$ cat src/rtl/calc_pkg.sv
// Shared constants for the calculator sequencer: key codes, FSM states and
// datapath limits used by the scheduler, its divider and its interface.
package calc_pkg;

  localparam int W_DEF         = 24;
  localparam int ENTRY_MAX_DEF = 100000;
  localparam int DISP_MAX      = 999999;

  localparam logic [3:0] KEY_BS  = 4'd10;
  localparam logic [3:0] KEY_CLR = 4'd11;
  localparam logic [3:0] KEY_ADD = 4'd12;
  localparam logic [3:0] KEY_SUB = 4'd13;
  localparam logic [3:0] KEY_MUL = 4'd14;
  localparam logic [3:0] KEY_DIV = 4'd15;

  typedef enum logic [1:0] {
    S_IDLE,
    S_DIV_RUN,
    S_DIV_WB
  } state_t;

endpackage

$ cat src/rtl/calc_op_sched_if.sv
// Key-event input and display/status output bundle of the calculator sequencer.
// master drives keys (keypad front end), slave is the sequencer.
interface calc_op_sched_if #(
  parameter int W = calc_pkg::W_DEF
) ();

  logic         key_valid;
  logic [3:0]   key_code;
  logic         busy;
  logic         done;
  logic [W-1:0] disp_bin;
  logic         disp_acc;
  logic         err_div0;
  logic         overrun;
  logic         ovf;

  modport master (
    output key_valid, key_code,
    input  busy, done, disp_bin, disp_acc, err_div0, overrun, ovf
  );

  modport slave (
    input  key_valid, key_code,
    output busy, done, disp_bin, disp_acc, err_div0, overrun, ovf
  );

endinterface

$ cat src/rtl/calc_div_seq.sv
// Restoring unsigned divider: one quotient bit per clock, W clocks after start.
// done is high during the cycle whose closing edge shifts in the last bit.
module calc_div_seq #(
  parameter int W = 24
) (
  input  logic         clk,
  input  logic         rst,
  input  logic         abort,
  input  logic         start,
  input  logic [W-1:0] dividend,
  input  logic [W-1:0] divisor,
  output logic         busy,
  output logic         done,
  output logic [W-1:0] quotient
);

  localparam int CW = $clog2(W + 1);

  logic [W-1:0]  rem_q, quo_q, dvs_q;
  logic [CW-1:0] cnt_q;
  logic          run_q;
  logic [W:0]    shifted;
  logic          ge;
  logic [W-1:0]  diff;

  assign shifted  = {rem_q, quo_q[W-1]};
  assign ge       = shifted >= {1'b0, dvs_q};
  assign diff     = shifted[W-1:0] - dvs_q;
  assign busy     = run_q;
  assign done     = run_q && (cnt_q == CW'(1));
  assign quotient = quo_q;

  // NOTE: clocked state uses non-blocking (<=) so every flop samples pre-edge values.
  always_ff @(posedge clk) begin
    if (rst || abort) begin
      run_q <= 1'b0;
      cnt_q <= '0;
    end else if (start) begin
      run_q <= 1'b1;
      cnt_q <= CW'(W);
    end else if (run_q) begin
      cnt_q <= cnt_q - 1'b1;
      if (cnt_q == CW'(1)) run_q <= 1'b0;
    end
  end

  // NOTE: datapath registers carry no reset; start loads them before anything reads them.
  always_ff @(posedge clk) begin
    if (start) begin
      rem_q <= '0;
      quo_q <= dividend;
      dvs_q <= divisor;
    end else if (run_q) begin
      rem_q <= ge ? diff : shifted[W-1:0];
      quo_q <= {quo_q[W-2:0], ge};
    end
  end

endmodule

$ cat src/rtl/calc_op_sched.sv
// Calculator sequencer: entry/accumulator registers, one-cycle add/sub/mul,
// iterative divide with a one-deep pending key. CALC_SAT_EN enables result clamping.
module calc_op_sched
  import calc_pkg::*;
#(
  parameter int W         = W_DEF,
  parameter int ENTRY_MAX = ENTRY_MAX_DEF
) (
  input  logic           clk,
  input  logic           rst,
  calc_op_sched_if.slave bus
);

`ifdef CALC_SAT_EN
  localparam bit SAT_EN = 1'b1;
`else
  localparam bit SAT_EN = 1'b0;
`endif
  // Clamping needs head-room above W to see the true result; wrapping does not.
  localparam int RW = SAT_EN ? 2 * W : W;
  localparam logic signed [RW-1:0] SAT_HI = RW'(DISP_MAX);
  localparam logic signed [RW-1:0] SAT_LO = -SAT_HI;

  state_t          state_q, state_d;
  logic [W-1:0]    entry_q, entry_d, acc_q, acc_d, disp_q, disp_d;
  logic            dacc_q, dacc_d, err_q, err_d, ovr_q, ovr_d, ovf_q, ovf_d;
  logic            pend_v_q, pend_v_d, sign_q, sign_d, done_q, done_d;
  logic [3:0]      pend_q, pend_d, exec_k;
  logic            exec_v, do_clr, clr_busy, fit_hit, busy;
  logic            div_start, div_abort, div_busy, div_done;
  logic [W-1:0]    div_q, acc_mag;
  logic signed [RW-1:0] a_w, e_w, q_w, r_w;

  // Returns {clamped, value}; without saturation the low W bits are the wrapped result.
  function automatic logic [W:0] fit(input logic signed [RW-1:0] x);
    if (SAT_EN && x > SAT_HI) return {1'b1, SAT_HI[W-1:0]};
    if (SAT_EN && x < SAT_LO) return {1'b1, SAT_LO[W-1:0]};
    return {1'b0, x[W-1:0]};
  endfunction

  assign a_w     = RW'(signed'(acc_q));
  assign e_w     = signed'(RW'(entry_q));
  assign q_w     = signed'(RW'(div_q));
  assign acc_mag = acc_q[W-1] ? -acc_q : acc_q;
  assign busy    = div_busy || (state_q == S_DIV_WB);
  assign clr_busy = bus.key_valid && (bus.key_code == KEY_CLR) && busy;

  calc_div_seq #(.W(W)) u_div (
    .clk      (clk),
    .rst      (rst),
    .abort    (div_abort),
    .start    (div_start),
    .dividend (acc_mag),
    .divisor  (entry_q),
    .busy     (div_busy),
    .done     (div_done),
    .quotient (div_q)
  );

  // NOTE: every variable written here gets a default first, so no path infers a latch.
  always_comb begin
    state_d   = state_q;
    entry_d   = entry_q;
    acc_d     = acc_q;
    disp_d    = disp_q;
    dacc_d    = dacc_q;
    err_d     = err_q;
    ovr_d     = ovr_q;
    ovf_d     = ovf_q;
    pend_v_d  = pend_v_q;
    pend_d    = pend_q;
    sign_d    = sign_q;
    done_d    = 1'b0;
    div_start = 1'b0;
    div_abort = 1'b0;
    exec_v    = 1'b0;
    exec_k    = '0;
    do_clr    = 1'b0;
    fit_hit   = 1'b0;
    r_w       = '0;

    unique case (state_q)
      S_IDLE: begin
        // The pending key drains first; a key arriving alongside refills the buffer.
        if (pend_v_q) begin
          exec_v   = 1'b1;
          exec_k   = pend_q;
          pend_v_d = bus.key_valid;
          pend_d   = bus.key_code;
        end else if (bus.key_valid) begin
          exec_v = 1'b1;
          exec_k = bus.key_code;
        end
      end
      S_DIV_RUN: if (div_done) state_d = S_DIV_WB;
      S_DIV_WB: begin
        r_w              = sign_q ? -q_w : q_w;
        {fit_hit, acc_d} = fit(r_w);
        ovf_d            = ovf_q | fit_hit;
        entry_d          = '0;
        disp_d           = acc_d;
        dacc_d           = 1'b1;
        done_d           = 1'b1;
        state_d          = S_IDLE;
      end
      default: state_d = S_IDLE;
    endcase

    if (busy && bus.key_valid) begin
      if (!pend_v_q) begin
        pend_v_d = 1'b1;
        pend_d   = bus.key_code;
      end else begin
        ovr_d = 1'b1;
      end
    end

    if (exec_v) begin
      if (exec_k <= 4'd9) begin
        if (entry_q < W'(ENTRY_MAX)) entry_d = entry_q * W'(10) + W'(exec_k);
        disp_d = entry_d;
        dacc_d = 1'b0;
      end else begin
        case (exec_k)
          KEY_BS: begin
            entry_d = entry_q / W'(10);
            disp_d  = entry_d;
            dacc_d  = 1'b0;
          end
          KEY_CLR: do_clr = 1'b1;
          KEY_ADD, KEY_SUB, KEY_MUL: begin
            case (exec_k)
              KEY_ADD: r_w = a_w + e_w;
              KEY_SUB: r_w = a_w - e_w;
              default: r_w = a_w * e_w;
            endcase
            {fit_hit, acc_d} = fit(r_w);
            ovf_d            = ovf_q | fit_hit;
            entry_d          = '0;
            disp_d           = acc_d;
            dacc_d           = 1'b1;
          end
          KEY_DIV: begin
            if (entry_q == '0) begin
              err_d  = 1'b1;
              disp_d = acc_q;
              dacc_d = 1'b1;
            end else begin
              div_start = 1'b1;
              sign_d    = acc_q[W-1];
              state_d   = S_DIV_RUN;
            end
          end
          default: ;
        endcase
      end
    end

    // Clear during a divide wins over write-back, capture and overrun.
    if (clr_busy) begin
      do_clr    = 1'b1;
      div_abort = 1'b1;
      state_d   = S_IDLE;
      pend_v_d  = 1'b0;
      done_d    = 1'b0;
    end
    if (do_clr) begin
      acc_d   = '0;
      entry_d = '0;
      err_d   = 1'b0;
      ovr_d   = 1'b0;
      ovf_d   = 1'b0;
      disp_d  = '0;
      dacc_d  = 1'b1;
    end
  end

  always_ff @(posedge clk) begin
    if (rst) begin
      state_q  <= S_IDLE;
      entry_q  <= '0;
      acc_q    <= '0;
      disp_q   <= '0;
      dacc_q   <= 1'b0;
      err_q    <= 1'b0;
      ovr_q    <= 1'b0;
      ovf_q    <= 1'b0;
      pend_v_q <= 1'b0;
      pend_q   <= '0;
      sign_q   <= 1'b0;
      done_q   <= 1'b0;
    end else begin
      state_q  <= state_d;
      entry_q  <= entry_d;
      acc_q    <= acc_d;
      disp_q   <= disp_d;
      dacc_q   <= dacc_d;
      err_q    <= err_d;
      ovr_q    <= ovr_d;
      ovf_q    <= ovf_d;
      pend_v_q <= pend_v_d;
      pend_q   <= pend_d;
      sign_q   <= sign_d;
      done_q   <= done_d;
    end
  end

  assign bus.busy     = busy;
  assign bus.done     = done_q;
  assign bus.disp_bin = disp_q;
  assign bus.disp_acc = dacc_q;
  assign bus.err_div0 = err_q;
  assign bus.overrun  = ovr_q;
  assign bus.ovf      = ovf_q;

endmodule
$ cat src/flat_wrapper.sv
// flat-port wrapper written by rule: the top's interface ports become plain ports
module calc_op_sched_flat import calc_pkg::*;
#(
  parameter int W         = W_DEF,
  parameter int ENTRY_MAX = ENTRY_MAX_DEF
)
  (clk, rst, bus_key_valid, bus_key_code, bus_busy, bus_done, bus_disp_bin, bus_disp_acc, bus_err_div0, bus_overrun, bus_ovf);
  calc_op_sched_if #(.W(W)) bus_i ();
  input  logic clk;
  input  logic rst;
  input wire logic [$bits(bus_i.key_valid)-1:0] bus_key_valid;
  input wire logic [$bits(bus_i.key_code)-1:0] bus_key_code;
  output wire logic [$bits(bus_i.busy)-1:0] bus_busy;
  output wire logic [$bits(bus_i.done)-1:0] bus_done;
  output wire logic [$bits(bus_i.disp_bin)-1:0] bus_disp_bin;
  output wire logic [$bits(bus_i.disp_acc)-1:0] bus_disp_acc;
  output wire logic [$bits(bus_i.err_div0)-1:0] bus_err_div0;
  output wire logic [$bits(bus_i.overrun)-1:0] bus_overrun;
  output wire logic [$bits(bus_i.ovf)-1:0] bus_ovf;
  assign bus_i.key_valid = bus_key_valid;
  assign bus_i.key_code = bus_key_code;
  assign bus_busy = bus_i.busy;
  assign bus_done = bus_i.done;
  assign bus_disp_bin = bus_i.disp_bin;
  assign bus_disp_acc = bus_i.disp_acc;
  assign bus_err_div0 = bus_i.err_div0;
  assign bus_overrun = bus_i.overrun;
  assign bus_ovf = bus_i.ovf;
  calc_op_sched #(.W(W), .ENTRY_MAX(ENTRY_MAX)) u_core (.clk(clk), .rst(rst), .bus(bus_i));
endmodule
$ cat config.mk
export PLATFORM = sky130hd
export DESIGN_NAME = calc_op_sched_flat
export DESIGN_NICKNAME = d
export VERILOG_FILES = /design/src/rtl/calc_pkg.sv /design/src/rtl/calc_op_sched_if.sv /design/src/rtl/calc_div_seq.sv /design/src/rtl/calc_op_sched.sv /design/src/flat_wrapper.sv
export SDC_FILE = /design/constraint.sdc
export NUM_CORES = 1
export LEC_CHECK = 0
export CORE_MARGIN = 5
export CORE_UTILIZATION = 24
export DETAILED_ROUTE_END_ITERATION = 7
export GPL_ROUTABILITY_DRIVEN = 0
export MAX_ROUTING_LAYER = met4
export PLACE_DENSITY = 0.44
export SETUP_SLACK_MARGIN = 0.3
export SLEW_MARGIN = 20
export SYNTH_ARGS = -nofsm -noshare
export SYNTH_HDL_FRONTEND = slang
export SYNTH_SLANG_ARGS = --single-unit
$ cat constraint.sdc
create_clock -name clk -period 8.5 [get_ports clk]
set_input_delay 1.275 -clock clk [delete_from_list [all_inputs] [get_ports clk]]
set_output_delay 1.275 -clock clk [all_outputs]
set_load 0.03 [all_outputs]
**After elaboration in Yosys (flattened, before gate mapping)**

Index checks and enable logic that the tools add are counted.

- Bits in registers: 162
- Word-level logic and storage cells: 119

- Add/subtract/negate cells: 7
- $mul: 2
- Divide/modulo/power cells: 1
- $lt $le $gt $ge: 3
- Equality and inequality tests: 10
- Mux-type cells: 61
- Bitwise operators: 2
- Reductions and logical operators: 16

Operators by type and width:

| cell | number |
|---|---|
| $mux 24 | 17 |
| $pmux 24 s2 | 2 |
| $pmux 24 s3 | 1 |
| $neg 24->24 | 2 |
| $sub 24x24->24 | 2 |
| $eq 4x4->1 const B | 7 |
| $mux 4 | 7 |
| $ge 25x24->1 | 1 |
| $mux 1 | 25 |
| $add 24x24->24 | 1 |
| $add 24x4->24 | 1 |
| $div 24x4->24 const B | 1 |
| $logic_not 24->1 | 1 |
| $lt 24x17->1 const B | 1 |
| $mul 24x24->24 | 1 |
| $mul 24x3->23 const B | 1 |
| $mux 2 | 5 |
| $mux 5 | 2 |
| $reduce_and 4->1 | 2 |
| $reduce_or 2->1 | 3 |
| $eq 5x1->1 const B | 1 |
| $sub 5x1->5 const B | 1 |
| $le 4x4->1 const B | 1 |
| $logic_and 1x1->1 | 4 |
| other kinds (10) | 12 |

**Logic depth before layout (Yosys ltp)**

Gate-level depths: netlist of the first run.

- Depth in word-level cells: 9
- Mapped depth: 39
- Depth with buffers taken out: 37

**Modules after synthesis**

From an unflattened synthesis of the first run, not the netlist that was laid out.

- Cells, all modules: 3269
- Area, all modules: 25717.2 um2

By module, submodules not included:

| module | instances | cells each | area each (um2) | sequential area each (um2) |
|---|---|---|---|---|
| calc_op_sched | 1 | 2837 | 21280.4 | 1681.6 |
| calc_div_seq | 1 | 432 | 4436.8 | 2042.0 |

**Worst setup path after synthesis of the first run**

No wires, ideal clock.

- Kind: register to register
- Start: register u_core.entry_q[4] (netlist: u_core.e_w[4])
- End: register u_core.disp_q[23] (netlist: u_core.bus.disp_bin[23])
- Setup time: 0.119 ns
- Arrival: 7.562 ns
- Data required time: 8.381 ns
- Path slack: 0.820 ns
- Stages on the path, launching flop included: 37
- Path buffers: 4
- Clock period less this slack: 7.680 ns
- Path through: dfxtp_1 > clkbuf_1 > clkbuf_1 > buf_1 > clkbuf_1 > nand2_1 > fa_1 > inv_1 > fa_1 > ha_1 > ha_1 > fa_1 > ha_1 > inv_1 > fa_1 > inv_1 > ha_1 > a21oi_1 > o21bai_1 > a21oi_1 > o21bai_1 > a21oi_1 > nor2b_1 > o21a_1 > o21ai_0 > nand2b_1 > a21oi_1 > o21bai_1 > a21oi_1 > o21bai_1 > a21oi_1 > o21bai_1 > a21oi_1 > xnor2_1 > o21ai_0 > a21oi_1 > o221a_2

- Cells in the longest elaborated chain, start to end: 5

RTL lines:

| element | line | RTL |
|---|---|---|
| from (decl) | calc_op_sched.sv:25 | `logic [W-1:0] entry_q, entry_d, acc_q, acc_d, disp_q, disp_d;` |
| from (signal assigned) | calc_op_sched.sv:194 | `entry_q <= entry_d;` |
| parallel branches: the longest is 3 deep, another holds $div 24x4->24 | - |  |
| $mux 24 (*) | calc_op_sched.sv:119 | `if (exec_k <= 4'd9) begin` |
| $mux 24 (*) | calc_op_sched.sv:118 | `if (exec_v) begin` |
| to (signal assigned) | calc_op_sched.sv:196 | `disp_q <= disp_d;` |
| to (decl) | calc_op_sched.sv:25 |  |

Every way passes the cells marked *.
A chain may end at the register's enable or synchronous reset.

**Worst setup path in the final report of the first run**

- Start: register u_core.entry_q[19] (netlist: u_core.e_w[19])
- End: register u_core.disp_q[0] (netlist: u_core.bus.disp_bin[0])

- Cells in the longest elaborated chain, start to end: 5

RTL lines:

| element | line |
|---|---|
| parallel branches: the longest is 3 deep, another holds $div 24x4->24 | - |
| $mux 24 (*) | calc_op_sched.sv:119 |
| $mux 24 (*) | calc_op_sched.sv:118 |

Marked as above.

==> results.md, run 1 <==
- The start point of the critical path is u_core.e_w[19].
- In this design, the stage delay of the slowest critical-path cell is 0.64 ns.
- The final route contains 24000 vias.
- The startpoint identified for the worst register-to-register timing path is u_core.e_w[19].
- The region available for standard cell placement spans 0.106 sq mm.
- The leakage power summed over all cells is 0.0124 uW.
- For this run, asynchronously set or reset flops after synthesis account for 0%.
- Of the available clock period, the critical path in the final layout requires 92.4%.
- The detail route stage leaves a number of antenna-violating nets equal to 0.
- The reported max-cap violation count is 0.
- The setup check on the worst reg-to-reg path leaves a slack of 0.65 ns.
- The endpoint identified for the worst register-to-register timing path is u_core.bus.disp_bin[0].
- Setup repair after global routing left no endpoint under its margin.
- The maximum net fanout on the critical path is 20.
- The slowest stage of the critical path is the sky130_fd_sc_hd__or4_4 cell.
- The per-cell routed wire length is 21.3 um.
- The first global-routing pass estimated 151 mm of wire.
- Row generation in the floorplan step produced 119 rows.
- The total of hold buffers inserted after clock tree synthesis is 0.
- In this run, synthesis produced a sequential element count of 162.
- The fraction of layout cells with a size suffix above 1 is 8.72%.
- The endpoint arrival time on the critical path is 8.15 ns.
- The mean area per synthesized cell is 7.71 sq um.
- After clock tree synthesis, the clock-pin slew on the worst setup and hold paths is 0.07 ns.
- The floorplan step set the die height to 336 um.
- The total routing resource utilization after global routing is 17.9%.
- The detailed placer's ending HPWL is 78.4 mm.
- Summed over all layers, the global routing overflow is 0.
- The initial antenna violation count is 3.
- The per-cell via count in the routed design is 5.09.
- For this run, design rule violations remaining after detail routing come to 0.
- The number of levels in the clock H-tree is 4.
- The flow ran to the end, and the final reports show no timing, DRC or antenna violations.
- Buffers placed on the I/O ports in this run total 35.
- The final-report setup violation count is 0.
- The worst min-delay path category is reg -> reg.
- The floorplan step defined a die boundary enclosing 0.113 sq mm.
- The latest clock arrival within the worst-skew pair is 0.46 ns.
- The pin count of the biggest net entering global routing is 64.
- The mapped netlist covers 0.0256 sq mm.
- The setup path with the least slack is of type reg -> reg.
- In the synthesized netlist the dominant register cell turns out to be sky130_fd_sc_hd__dfxtp_1.
- Once the floorplan was initialized, standard cells occupied 24.2% of the core.
- TritonCTS built the clock tree.
- When the netlist entered floorplanning its net count stood at 3736.
- IR analysis of the VDD net gives a maximum drop of 0.000195 V.
- The nature of the critical path endpoint is a register.
- The layout net count is 3734.
- The via count of the first global-routing pass is 23400.
- The timing-limited maximum frequency is 0.127 GHz.
- The library cell used most frequently in the layout, excluding fill and tap cells, is sky130_fd_sc_hd__nand2_1.
- TritonCTS created 17 clock buffers.
- For this run, the number of Yosys warnings is 0.
- The sequential element share of the synthesized area is 14.6%.
- The number of flops mapped to enable cells by yosys is 48.
- The critical path capture point is u_core.bus.disp_bin[0].
- The first detailed-routing pass ran for 6 iterations.
- The cell count after synthesis is 3315.
- The worst setup path is launched from a register.
- For this design the top-level I/O count stands at 37.
- The clock tree skew after final layout is 0.0106 ns.
- The total power is 6310 uW.
- Headroom to the max-slew limit came out at 26.5%.
- For the final routed database, the setup TNS stands at 0 ns.
- The routed design has 101 mm of wire.
- For this design, the sink count on the clock tree is 162.
- The cell chosen for the clock root is sky130_fd_sc_hd__clkbuf_16.
- Cells fill 27.3% of the core in the end.
- The number of slew-limit violations in the final report is 0.
- From left edge to right edge, the die measures 336 um.
- The post-layout worst setup margin is 0.646 ns.
- The clock passes through at most 2 buffers.
- At the placement stage, the worst setup path has a slack of 0.333 ns.
- The smallest clock period supported by the final layout is computed as 7.85 ns.
- The layout-stage area growth over the synthesis result is 12.8%.
- The required time at the worst-slack endpoint is 8.80 ns.
- The netlist uses 113 different library cells.
- The power density over the cells is 219 mW/mm^2.
- At the pin with the least slew margin, the transition time is 1.10 ns.
- Leaving out fill and tap cells, the most frequent cells in the layout are sky130_fd_sc_hd__nand2_1 (387), sky130_fd_sc_hd__inv_1 (362), sky130_fd_sc_hd__nor2_1 (269).
- The DRC violation total after the first TritonRoute iteration is 1963.
- The final count of hold timing violations is 0.
- The logic depth of the worst register-to-register path is 28.
flip-flops by register name, summed over array words and instances, names as in the netlist, 2 cells and up:
signal,cells
u_core.a_w,24
u_core.bus.disp_bin,24
u_core.e_w,24
u_core.pend_q,4
u_core.state_q,2
u_core.u_div.cnt_q,5
u_core.u_div.dvs_q,24
u_core.u_div.quotient,24
u_core.u_div.rem_q,24
worst min-delay path by stage:
stage | from | end | cells after the start
floorplan | u_core.e_w[22] | u_core.u_div.dvs_q[22] | 0
detailed placement | u_core.u_div.rem_q[23] | u_core.u_div.rem_q[23] | 2
finish | u_core.bus.overrun | u_core.bus.overrun | 2
global route | u_core.u_div.rem_q[23] | u_core.u_div.rem_q[23] | 2
CTS | u_core.u_div.rem_q[23] | u_core.u_div.rem_q[23] | 2
global placement | u_core.bus.overrun | u_core.bus.overrun | 2
worst max-delay path: cells and delay by family (launching register included):
kind                      cells  cell delay [ns]
muxes                         1             0.24
AOI/OAI and AO/OA            17             4.41
DFF                           1             0.45
xor gates and xnor gates      1             0.12
buffers and inverters         2             0.37
and+or+nand+nor               7             2.09
power by group:
| part | leakage (uW) | internal [uW] | total [uW] | switching, uW |
|---|---|---|---|---|
| registers | 0.00138 | 873 | 1000 | 131 |
| clock network | 0.000244 | 399 | 757 | 358 |
| logic | 0.0107 | 1810 | 4550 | 2730 |
cells by family after synthesis:
kind of cell / count (synthesis) / share of synthesized area [%]
and+or+nand+nor: 1060 / 19.6
AOI/OAI and AO/OA: 852 / 22.0
buffers and inverters: 593 / 8.97
adders and majority gates: 418 / 26.8
xor gates and xnor gates: 195 / 6.71
DFF: 162 / 14.6
muxes: 34 / 1.35
other: 1 / 0.0147
timing repair:
item	CTS	global route
setup buffers	0	2
gates resized for setup	0	55
endpoints found under the setup margin	0	17
layout make-up:
class                      instances  area (sq um)
multi-input combinational       2560         19800
inverter                         370          1390
tap                             1391          1740
fill                           11600         76700
antenna                            5          12.5
clock buffer                      21           440
timing repair buffer             202          1630
clock inverter                    11          87.6
sequential                       162          3740
Yosys cell counts (33+ instances only):
cell type,instances,area share [%]
sky130_fd_sc_hd__xor2_1,75,2.6
sky130_fd_sc_hd__clkbuf_1,165,2.4
sky130_fd_sc_hd__fa_1,216,17
sky130_fd_sc_hd__o31ai_1,38,1.1
sky130_fd_sc_hd__dfxtp_1,114,8.9
sky130_fd_sc_hd__a21oi_1,231,4.5
sky130_fd_sc_hd__and2_1,103,2.5
sky130_fd_sc_hd__nor2_1,271,4.0
sky130_fd_sc_hd__nor3_1,53,1.0
sky130_fd_sc_hd__xnor2_1,119,4.1
sky130_fd_sc_hd__o21ai_0,206,4.0
sky130_fd_sc_hd__edfxtp_1,48,5.6
sky130_fd_sc_hd__nand3_1,40,0.78
sky130_fd_sc_hd__ha_1,198,9.7
sky130_fd_sc_hd__inv_1,362,5.3
sky130_fd_sc_hd__a211oi_1,33,0.97
sky130_fd_sc_hd__nand2_1,389,5.7
layer usage:
metal	up-vias	global-route usage, %	share of wire (%)	routed length [um]
met2	726	27.4	44	44100
met5	-	-	0	0
met1	11800	24.2	47	46800
li1	11300	-	-	-
met3	181	2.59	5.7	5750
met4	0	6.14	3.8	3850
metrics by stage:
stage | hold WS, ns | instances | cell area [sq um]
final | 0.486 | 4722 | 28800
after global routing | 0.509 | 4719 | 28800
after CTS | 0.487 | 4715 | 28600
after detailed placement | 0.474 | 4683 | 28100
after global placement | 0.465 | 4683 | 28000
after floorplan | 0.409 | 3315 | 25600
Power figures use the tool's default switching activity.
==> inputs of run 2 (changes only) <==
--- a/config.mk
+++ b/config.mk
@@ -7,6 +7,7 @@
 export LEC_CHECK = 0
 export CORE_MARGIN = 5
 export CORE_UTILIZATION = 24
+export CTS_BUF_LIST = sky130_fd_sc_hd__clkbuf_8 sky130_fd_sc_hd__clkbuf_16
 export DETAILED_ROUTE_END_ITERATION = 7
 export GPL_ROUTABILITY_DRIVEN = 0
 export MAX_ROUTING_LAYER = met4
==> run 2 against run 1 <==
Design area is the same. Fmax shrank 0.26%. Core utilization is the same. Sequential power is essentially flat.
==> results.md, run 2 (same netlist as run 1, synthesis figures left out) <==
- The worst setup path is of the reg -> reg kind.
- The worst supply voltage drop on vdd is 0.000195 V (about the same).
- The initial core utilization is 24.2% (unchanged).
- The highest cell delay on the worst timing path is 0.64 ns (about the same).
- The per-cell routed wire length is 21.3 um (about the same).
- The most common cell after layout, fill and taps aside is sky130_fd_sc_hd__nand2_1.
- Setup repair after global routing left no endpoint under its margin.
- The shortest period the worst path allows is 7.87 ns (+0.0207 ns).
- The detailed placer's ending HPWL is 78.4 mm (unchanged).
- The detailed-routing iteration count for the pre-antenna-repair pass came to 5 (-1).
- The die area is 0.113 sq mm (unchanged).
- The endpoint identified for the worst register-to-register timing path is u_core.bus.disp_bin[0].
- The global-route congestion overflow total was 0 (unchanged).
- The power density over the cells is 219 mW/mm^2 (about the same).
- The remaining routing DRC violations is 0 (unchanged).
- The worst min-delay path category is reg -> reg.
- The via total after detailed routing is 24100 (+0.067%).
- In the layout the commonest cells are sky130_fd_sc_hd__nand2_1 (387), sky130_fd_sc_hd__inv_1 (366), sky130_fd_sc_hd__nor2_1 (269).
- The wire length of the first global-routing pass was 151 mm (unchanged).
- The final-layout fill cell count is 11600 (unchanged).
- The number of buffer cells added on primary ports is 35 (unchanged).
- The reported max-cap violation count came to 0 (unchanged).
- The clock transition time at the flip-flop clock pins of the worst setup and hold paths is 0.07 ns (about the same).
- The vertical die dimension is 336 um (unchanged).
- The total of hold buffers inserted after clock tree synthesis is 0 (unchanged).
- The final count of hold timing violations is 0 (unchanged).
- The layout net count was 3734 (unchanged).
- The buffers plus inverters on the worst setup path is 2 (unchanged).
- The latest clock arrival within the worst-skew pair is 0.47 ns (about the same).
- The worst slack on hold paths is 0.486 ns (+0.0000620 ns).
- The total routed wirelength came to 101 mm (about the same).
- The TritonCTS buffer count is 17 (unchanged).
- The number of stages on the worst setup path is 28 (unchanged).
- The number of routed nets with antenna violations was 0 (unchanged).
- The TritonCTS clock tree is yes.
- The top-level I/O count was 37 (unchanged).
- The reg2reg setup slack came to 0.63 ns (-0.02 ns).
- The number of slew-limit violations in the final report is 0 (unchanged).
- Broken down by cell family, the worst path's largest delay share belongs to compound AO/OA/AOI/OAI gates.
- The slew at the pin closest to its max-slew limit was 1.11 ns (+0.00453 ns).
- On the critical path, the stage with the largest delay is an instance of sky130_fd_sc_hd__or4_4.
- The DRC violation total after the first TritonRoute iteration is 1965 (+0.10%).
- CTS placed an instance of sky130_fd_sc_hd__clkbuf_16 at the clock tree root.
- The worst min-delay path startpoint is u_core.bus.overrun.
- The required time at the worst-slack endpoint is 8.80 ns (about the same).
- The floorplan core area is 0.106 sq mm (unchanged).
- The post-layout worst setup margin is 0.625 ns (-0.0207 ns).
- The total routing resource utilization after global routing is 17.9% (unchanged).
- The largest buffer count on any clock path is 2 (unchanged).
- The logic depth of the worst register-to-register path was 28 (unchanged).
- The worst setup path is launched from a register.
- The clock tree skew after final layout came to 0.0109 ns (+0.000325 ns).
- STA classifies the critical path endpoint as a register.
- The via count of the first global-routing pass is 23400 (unchanged).
- The number of sinks on the clock net is 162 (unchanged).
- In this run the critical register-to-register path is launched from u_core.e_w[19].
- The timing-limited maximum frequency was 0.127 GHz (-0.26%).
- The overall die width was 336 um (unchanged).
- The pin count of the biggest net entering global routing is 64 (unchanged).
- The initial antenna violation count came to 3 (unchanged).
- The number of cells on the worst hold path is 2 (unchanged).
- The maximum net fanout on the critical path is 20 (unchanged).
- The layout-stage area growth over the synthesis result came to 12.8% (unchanged).
- The worst slack after detailed placement is 0.333 ns (unchanged).
- The leakage power summed over all cells was 0.0124 uW (+0.13%).
- The final-report setup violation count is 0 (unchanged).
- The aggregate negative setup slack was 0 ns (unchanged).
- The endpoint arrival time on the critical path is 8.17 ns (+0.02 ns).
- The tightest slew margin relative to the limit is 26.2% (-0.30 points).
- The number of levels in the clock H-tree is 4 (unchanged).
- The fraction of layout cells with a size suffix above 1 is 8.72% (unchanged).
- The flow ran to the end, and the final reports show no timing, DRC or antenna violations.
- The per-cell via count in the routed design was 5.09 (about the same).
- The post-route clock period utilization is 92.6% (+0.24 points).
- The worst-case hold path end point is u_core.bus.overrun.
- The number of core rows came to 119 (unchanged).
## run 2: stage by stage
stage	power, uW	std cells	utilization (%)	cell area [sq um]
2_1_floorplan	3980	3315	-	25600
3_3_place_gp	5330	4683	26.6	28000
3_5_place_dp	5300	4683	26.6	28100
4_1_cts	6080	4715	27.1	28600
5_1_grt	6720	4719	27.3	28800
6_report	6310	4722	27.3	28800
## run 2: worst max path at each step
stage / start / to / slack [ns]
6_report: u_core.e_w[19] / u_core.bus.disp_bin[0] / 0.63
5_1_grt: u_core.e_w[19] / u_core.bus.disp_bin[0] / 0.26
4_1_cts: u_core.a_w[3] / u_core.bus.disp_bin[23] / 0.32
3_5_place_dp: u_core.a_w[3] / u_core.bus.disp_bin[23] / 0.33
3_3_place_gp: bus_key_valid / u_core.bus.disp_bin[22] / 0.40
2_1_floorplan: u_core.e_w[4] / u_core.bus.disp_bin[23] / 0.82
## run 2: repair_timing
action / 4_1_cts / 5_1_grt
setup buffers: 0 / 2
setup endpoints to repair: 0 / 17
gates resized for setup: 0 / 55
## run 2: power by group
group	leakage, uW	internal [uW]	switching [uW]
Sequential	0.00138	872	131
Clock	0.000261	394	360
Combinational	0.0107	1810	2740
## run 2: metal layers
layer	global-route usage [%]	up-vias	share of wire, %
met5	-	-	0
met4	6.14	0	3.8
met3	2.59	181	6.1
met2	27.4	747	44
met1	24.2	11800	46
li1	-	11300	-
## run 2: tightest hold or removal path, cell delays in order (launching register included)
cell and delay, ns:
sky130_fd_sc_hd__dfxtp_1 0.34, sky130_fd_sc_hd__a21oi_1 0.05, sky130_fd_sc_hd__nor2_1 0.07
## run 2: cell type report
cell class / count / area (sq um) / area share [%]
clock inverter: 15 / 103 / 0.356
timing repair buffer: 202 / 1630 / 5.65
sequential: 162 / 3740 / 13.0
tap: 1391 / 1740 / 6.04
antenna: 5 / 12.5 / 0.0434
multi-input combinational: 2560 / 19800 / 68.6
clock buffer: 17 / 425 / 1.48
inverter: 370 / 1390 / 4.83
